$ cat src/rtl/inst_fetch.sv
// MIPS32 instruction fetch: PC generation, instruction-bus request/ack, IF/ID producer side.
// Build option INST_ALIGN_CHECK_EN: a misaligned PC presents a flagged NOP instead of a bus cycle.
module inst_fetch (
  input  logic        clk,
  input  logic        rst,
  input  logic [5:0]  stall,
  input  logic        flush,
  input  logic [31:0] new_pc,
  input  logic        branch_flag_i,
  input  logic [31:0] branch_target_address_i,
  output logic [31:0] iwb_adr_o,
  output logic        iwb_stb_o,
  input  logic        iwb_ack_i,
  input  logic [31:0] iwb_dat_i,
  output logic [31:0] if_pc,
  output logic [31:0] if_inst,
  output logic        if_misalign_o,
  output logic        stallreq_from_if
);

  typedef enum logic [1:0] {
    IDLE  = 2'd0,
    WAIT  = 2'd1,
    HOLD  = 2'd2,
    DRAIN = 2'd3
  } state_e;

  state_e      state_q, state_d;
  logic [31:0] pc_q, pc_d;
  logic [31:0] br_tgt_q, br_tgt_d;
  logic        br_pend_q, br_pend_d;
  logic [31:0] adr_q, adr_d;
  logic        stb_q, stb_d;
  logic [31:0] if_pc_q, if_pc_d;
  logic [31:0] if_inst_q, if_inst_d;
  logic        misalign_q, misalign_d;
  logic        stallreq_q, stallreq_d;

  logic        branch_vld_s;
  logic        consume_s;
  logic [31:0] next_pc_s;
  logic        unused_stall_s;

  assign unused_stall_s = ^{stall[5:3], stall[0]};

  // Next-state and next-output logic; flush outranks consumption, which outranks the branch latch.
  always_comb begin
    state_d    = state_q;
    pc_d       = pc_q;
    br_tgt_d   = br_tgt_q;
    br_pend_d  = br_pend_q;
    adr_d      = adr_q;
    stb_d      = stb_q;
    if_pc_d    = if_pc_q;
    if_inst_d  = if_inst_q;
    misalign_d = misalign_q;

    branch_vld_s = branch_flag_i & ~stall[2];
    consume_s    = (state_q == HOLD) & ~stall[1];

    // A branch resolving in the consumption cycle itself beats the one latched earlier.
    if (branch_vld_s) begin
      next_pc_s = branch_target_address_i;
    end else if (br_pend_q) begin
      next_pc_s = br_tgt_q;
    end else begin
      next_pc_s = pc_q + 32'd4;
    end

    if (flush) begin
      pc_d       = new_pc;
      br_pend_d  = 1'b0;
      misalign_d = 1'b0;
      case (state_q)
        WAIT, DRAIN: begin
          if (iwb_ack_i) begin
            state_d = IDLE;
            stb_d   = 1'b0;
          end else begin
            state_d = DRAIN;
            stb_d   = 1'b1;
          end
        end
        default: begin
          state_d = IDLE;
          stb_d   = 1'b0;
        end
      endcase
    end else begin
      case (state_q)
        IDLE: begin
`ifdef INST_ALIGN_CHECK_EN
          if (pc_q[1:0] != 2'b00) begin
            state_d    = HOLD;
            if_pc_d    = pc_q;
            if_inst_d  = 32'h0000_0000;
            misalign_d = 1'b1;
          end else begin
            state_d = WAIT;
            stb_d   = 1'b1;
            adr_d   = pc_q;
          end
`else
          state_d = WAIT;
          stb_d   = 1'b1;
          adr_d   = {pc_q[31:2], 2'b00};
`endif
        end
        WAIT: begin
          if (iwb_ack_i) begin
            state_d    = HOLD;
            stb_d      = 1'b0;
            if_inst_d  = iwb_dat_i;
            if_pc_d    = pc_q;
            misalign_d = 1'b0;
          end else begin
            state_d = WAIT;
          end
        end
        HOLD: begin
          if (consume_s) begin
            state_d    = IDLE;
            pc_d       = next_pc_s;
            br_pend_d  = 1'b0;
            misalign_d = 1'b0;
          end else begin
            state_d = HOLD;
          end
        end
        DRAIN: begin
          if (iwb_ack_i) begin
            state_d = IDLE;
            stb_d   = 1'b0;
          end else begin
            state_d = DRAIN;
          end
        end
        default: begin
          state_d = IDLE;
          stb_d   = 1'b0;
        end
      endcase

      if (branch_vld_s && !consume_s) begin
        br_pend_d = 1'b1;
        br_tgt_d  = branch_target_address_i;
      end else begin
        br_tgt_d = br_tgt_q;
      end
    end

    stallreq_d = (state_d != HOLD);
  end

  // State and output registers with synchronous reset.
  always_ff @(posedge clk) begin
    if (rst) begin
      state_q    <= IDLE;
      pc_q       <= 32'h0000_0000;
      br_tgt_q   <= 32'h0000_0000;
      br_pend_q  <= 1'b0;
      adr_q      <= 32'h0000_0000;
      stb_q      <= 1'b0;
      if_pc_q    <= 32'h0000_0000;
      if_inst_q  <= 32'h0000_0000;
      misalign_q <= 1'b0;
      stallreq_q <= 1'b1;
    end else begin
      state_q    <= state_d;
      pc_q       <= pc_d;
      br_tgt_q   <= br_tgt_d;
      br_pend_q  <= br_pend_d;
      adr_q      <= adr_d;
      stb_q      <= stb_d;
      if_pc_q    <= if_pc_d;
      if_inst_q  <= if_inst_d;
      misalign_q <= misalign_d;
      stallreq_q <= stallreq_d;
    end
  end

  assign iwb_adr_o        = adr_q;
  assign iwb_stb_o        = stb_q;
  assign if_pc            = if_pc_q;
  assign if_inst          = if_inst_q;
  assign if_misalign_o    = misalign_q;
  assign stallreq_from_if = stallreq_q;

endmodule

$ cat config.mk
export PLATFORM = sky130hd
export DESIGN_NAME = inst_fetch
export DESIGN_NICKNAME = d
export VERILOG_FILES = /design/src/rtl/inst_fetch.sv
export SDC_FILE = /design/constraint.sdc
export NUM_CORES = 1
export LEC_CHECK = 0
export CAP_MARGIN = 0
export CELL_PAD_IN_SITES_DETAIL_PLACEMENT = 1
export CELL_PAD_IN_SITES_GLOBAL_PLACEMENT = 1
export CORE_ASPECT_RATIO = 1.2
export CORE_UTILIZATION = 37
export DETAILED_ROUTE_END_ITERATION = 8
export PLACE_DENSITY_LB_ADDON = 0.1
export SYNTH_ARGS = -nofsm -noshare
export SYNTH_HDL_FRONTEND = slang
export SYNTH_SLANG_ARGS = --single-unit
$ cat constraint.sdc
create_clock -name clk -period 5.3 [get_ports clk]
set_input_delay 1.06 -clock clk [delete_from_list [all_inputs] [get_ports clk]]
set_output_delay 1.06 -clock clk [all_outputs]
set_load 0.02 [all_outputs]
==> flow_summary.ini, run 1 <==
[clock_network]
cts.htree.levels = 4
cts_inserted_buffers = 17
cts-resized-gates = 0
clock_path_buffers = 2
cts-root-buf = clkbuf_16
cts_setup_buffers = 0
clock_sinks = 163
cts_tree = done
hold_buffers = 0
clk_latency_ns = 0.44
clk_pin_slew_ns = 0.06

[timing]
period_needed_ns = 3.09
tns_ns = 0
hold_viol = 0
skew_ns = 0.0127
slew_headroom = 0.247
grt_setup_unrepaired = false
drv_slew = 0
worst_slack_ns = 2.21
max_freq_ghz = 0.324
setup_viol_count_final = 0
post-route-period-util = 0.583
max_slew.worst_pin.slew_ns = 1.13

[die]
placementRows = 56
dieWidth_um = 130
start_util = 0.376
die_height_um = 156
ios = 206
coreArea_sq_um = 19500
dieArea_sq_um = 20300

[global_routing]
grt_overflow_total = 0
grt_pass1_vias = 7387
grt_max_degree = 80
antenna_found_initial = 0
grtUsageTotal = 0.257
grt_pass1_wl_um = 40200

[worst_setup_path]
critPathMaxFanout = 13
cp-start-kind = input pin
cp.arrival_ns = 3.42
path_cells = clkdlybuf4s50_1 -> nor3b_2 -> buf_4 -> nand2_1 -> or4_1 -> a311oi_1
critPathKind = in -> reg
required_ns = 5.64
critPathSlowestCell = nor3b_2
crit_path_end_kind = flop
cpPeakStageDelay_ns = 0.77

[detailed_routing]
top_layer_used = met4
route.detailed.drc = 0
initialDrtViolationCount = 448
wl_met2_um = 12300
vias_per_cell = 5.43
firstDrtPassIters = 4
vias = 7607
routed-wl-met3_um = 1370
wl_per_cell_um = 18.5
wl_met1_um = 11700
wirelength_um = 26000
postRouteAntennaNets = 0

[placed_design]
portBuffers = 198
place_hpwl_um = 17300
gp_congestion = 0.784
place_ws_ns = 1.82

[synth]
yosysMostFrequentCell = nand2_1
async_flop_share = 0
yosys_warnings = 0
synth_top_area_share = 0.446
netlist_top_cells_count = nand2_1 (303), dfxtp_1 (163), a21oi_1 (162)
synth_cell_types = 71
syn_inst = 978
yosysSeqAreaShare = 0.446
synth_edf_count = 0
synthTopCellsByArea = dfxtp_1 (45%), nand2_1 (16%), a21oi_1 (11%)
syn_area_sq_um = 7320
synth_top_cell_by_area = dfxtp_1
syn_area_per_cell_sq_um = 7.48
synth-seq-cells = 163
synth-main-ff-cell = dfxtp_1

[hold_path]
hold_class = reg -> reg

[layout]
syn_to_final_growth_pct = 36.8
diodes = 0
fin_nets = 1235
seq_area_sq_um = 3260
fillers = 2431
drive_gt1_frac = 0.0658
multi_input_area_sq_um = 3680

[pwr]
ir_drop_mv = 0.219
powerDensity_nw_per_um2 = 294
power_leakage_nw = 3.40

[run_status]
status = completed

[flow_run]
cap_violations = 0
-- worst max-delay path, delay by kind of cell --
kind | cells | cell delay [ns]
and+or+nand+nor | 3 | 1.29
buffers and inverters | 2 | 0.81
AOI/OAI and AO/OA | 1 | 0.24
-- path summary, 6_finish.rpt --
path | start | endpoint | slack (ns) | cells past startpoint
setup / recovery | stall[1] | pc_q[16] | 2.21 | 6
hold / removal | if_pc[0] | if_pc[0] | 0.45 | 2
setup reg to reg | pc_q[2] | pc_q[24] | 2.71 | 6
hold reg to reg | if_pc[0] | if_pc[0] | 0.45 | 2
-- per-stage QoR --
stage / std cells / util / instance area (sq um) / hold WS [ns] / power [mW]
6_report: 1401 / 0.514 / 10000 / 0.453 / 2.95
4_1_cts: 1401 / 0.514 / 10000 / 0.455 / 2.97
2_1_floorplan: 980 / - / 7320 / 0.432 / 1.52
3_5_place_dp: 1369 / 0.483 / 9410 / 0.446 / 1.71
5_1_grt: 1401 / 0.514 / 10000 / 0.470 / 3.06
3_3_place_gp: 1369 / 0.483 / 9410 / 0.439 / 1.70
-- cell type report --
cell class | count | share of cell area
Timing Repair Buffer | 215 | 0.210
Clock buffer | 19 | 0.0453
Clock inverter | 13 | 0.0145
Tap cell | 261 | 0.0326
Sequential cell | 163 | 0.326
Multi-Input combinational cell | 720 | 0.368
Inverter | 10 | 0.00375
-- cell usage in the layout, fill, tap and decap left out, types with 10 or more instances in the layout --
cell             Yosys  final
a21oi_1            162    162
buf_4                4     18
clkbuf_16            0     17
clkdlybuf4s50_1      0    196
dfxtp_1            163    163
nand2_1            303    303
nand3_1             27     26
nor2_1              34     33
nor3_1              18     17
o211ai_1            10     10
o21ai_0             26     26
-- cells by family after synthesis --
logic type      after synthesis  share of synthesized area
compound gates              267                      0.217
xor+xnor                      9                     0.0108
fa+ha+maj                     1                    0.00171
mux                           8                     0.0113
flops                       163                      0.446
simple gates                432                      0.257
other cells                   1                   0.000513
buf+inv                      97                     0.0557
-- layer usage --
layer	global-route usage	up-vias
met5	0	-
met4	0.0837	0
met3	0.0504	32
met2	0.428	224
met1	0.332	3690
li1	-	3661
-- power breakdown --
group          switching [mW]  internal, mW
combinational           0.193         0.162
clock                   0.538         0.726
sequential             0.0569          1.27
total                   0.789          2.16
-- state kept, by name, indices dropped and copies added (netlist names) --
name	cells
br_pend_q	1
br_tgt_q	32
if_inst	32
if_pc	32
iwb_adr_o	30
iwb_stb_o	1
pc_q	32
stallreq_from_if	1
state_q	2
(Power assumes the default switching activity.)
==> run 2: changes to the inputs <==
Settings changed: CORE_UTILIZATION 37 to 31.
Clock period 5.3 ns to 2.7 ns, I/O delays scaled along.
==> run 2 against run 1 <==
  * Clock power up 100%
  * Combinational power grew 120%
  * Register-to-register slack got worse by 2.3 ns
  * Power up 100%
  * Global-route usage decreased by 2.5 points
  * Largest cell class unchanged
==> flow_summary.ini, run 2 (same netlist as run 1, synthesis figures left out) <==
[timing]
slew_headroom = 0.564
max_slew.worst_pin.slew_ns = 0.652
setup_viol_count_final = 0
period_needed_ns = 2.27
tns_ns = 0
grt_setup_unrepaired = false
hold_viol = 0
whs_ns = 0.453
drv_slew = 0
skew_ns = 0.0174
post-route-period-util = 0.840
max_freq_ghz = 0.441

[global_routing]
grt_pass1_vias = 7531
grt_pass1_wl_um = 42900
grt_overflow_total = 0
antenna_found_initial = 0
grtUsageTotal = 0.233
grt_max_degree = 41

[clock_network]
clock_path_buffers = 2
cts_setup_buffers = 0
clk_latency_ns = 0.44
clk_pin_slew_ns = 0.07
cts-root-buf = clkbuf_16
hold_buffers = 0
cts.htree.levels = 4
cts_tree = done
cts_inserted_buffers = 17
cts-resized-gates = 0
clock_sinks = 163

[worst_setup_path]
critPathKind = reg -> reg
crit_path_end_kind = flop
cp.arrival_ns = 2.60
critPathMaxFanout = 8
rrSetupSlack_ns = 0.43
cp-start-kind = flop
required_ns = 3.03

[die]
placementRows = 61
coreArea_sq_um = 23200
dieWidth_um = 142
die_height_um = 170
start_util = 0.315
dieArea_sq_um = 24200
ios = 206

[layout]
fin_nets = 1276
drive_gt1_frac = 0.0965
diodes = 0
syn_to_final_growth_pct = 42.9
mostFrequentLayoutCells = nand2_1 (303), clkdlybuf4s50_1 (196), dfxtp_1 (163)
layout_commonest_cell = nand2_1
fillers = 2870

[detailed_routing]
vias = 7628
initialDrtViolationCount = 417
route.detailed.drc = 0
postRouteAntennaNets = 0
wirelength_um = 27700
vias_per_cell = 5.10
firstDrtPassIters = 4
wl_per_cell_um = 18.5

[hold_path]
hold_class = reg -> reg

[pwr]
powerDensity_nw_per_um2 = 565
power_leakage_nw = 3.62
ir_drop_mv = 0.430

[placed_design]
portBuffers = 198
gp_congestion = 0.784
place_hpwl_um = 19300

[run_status]
status = completed

[flow_run]
cap_violations = 0
## run 2: path summary, 6_finish.rpt
kind,start,to,depth (start not counted)
hold / removal,iwb_adr_o[13],iwb_adr_o[13],2
setup / recovery,pc_q[14],pc_q[24],5
setup reg to reg,pc_q[14],pc_q[24],5
hold reg to reg,iwb_adr_o[13],iwb_adr_o[13],2
## run 2: area by class of cell
type                       count  area (sq um)  share of cell area
clock buffer                  19           433              0.0414
clock inverter                13           170              0.0163
inverter                      10          37.5             0.00359
multi-input combinational    720          3670               0.351
sequential                   163          3260               0.312
tap                          315           394              0.0377
timing repair buffer         256          2480               0.238
## run 2: critical path: stages (launching register included)
cell and delay (ns):
dfxtp_1 0.53, nand3_2 0.26, or4_1 0.59, nor3_1 0.19, mux2_2 0.38, a221oi_2 0.22
## run 2: power by group
group / internal, mW / switching (mW)
clock network: 1.47 / 1.06
registers: 2.49 / 0.0843
logic: 0.361 / 0.431
## run 2: stage by stage
step	instance area [sq um]	util	setup slack (ns)	power, mW	instances
floorplan	7320	-	0.527	2.98	980
global placement	9850	0.425	0.161	3.41	1464
detailed placement	9850	0.425	0.130	3.42	1464
CTS	10500	0.451	0.446	5.97	1496
global route	10500	0.451	0.328	6.15	1496
finish	10500	0.451	0.433	5.90	1496
## run 2: per-layer routing
metal	vias up	share of wire	global-route usage
met5	-	0	0
met4	0	0.017	0.0697
met3	28	0.044	0.0411
met2	205	0.47	0.384
met1	3656	0.47	0.307
li1	3739	-	-
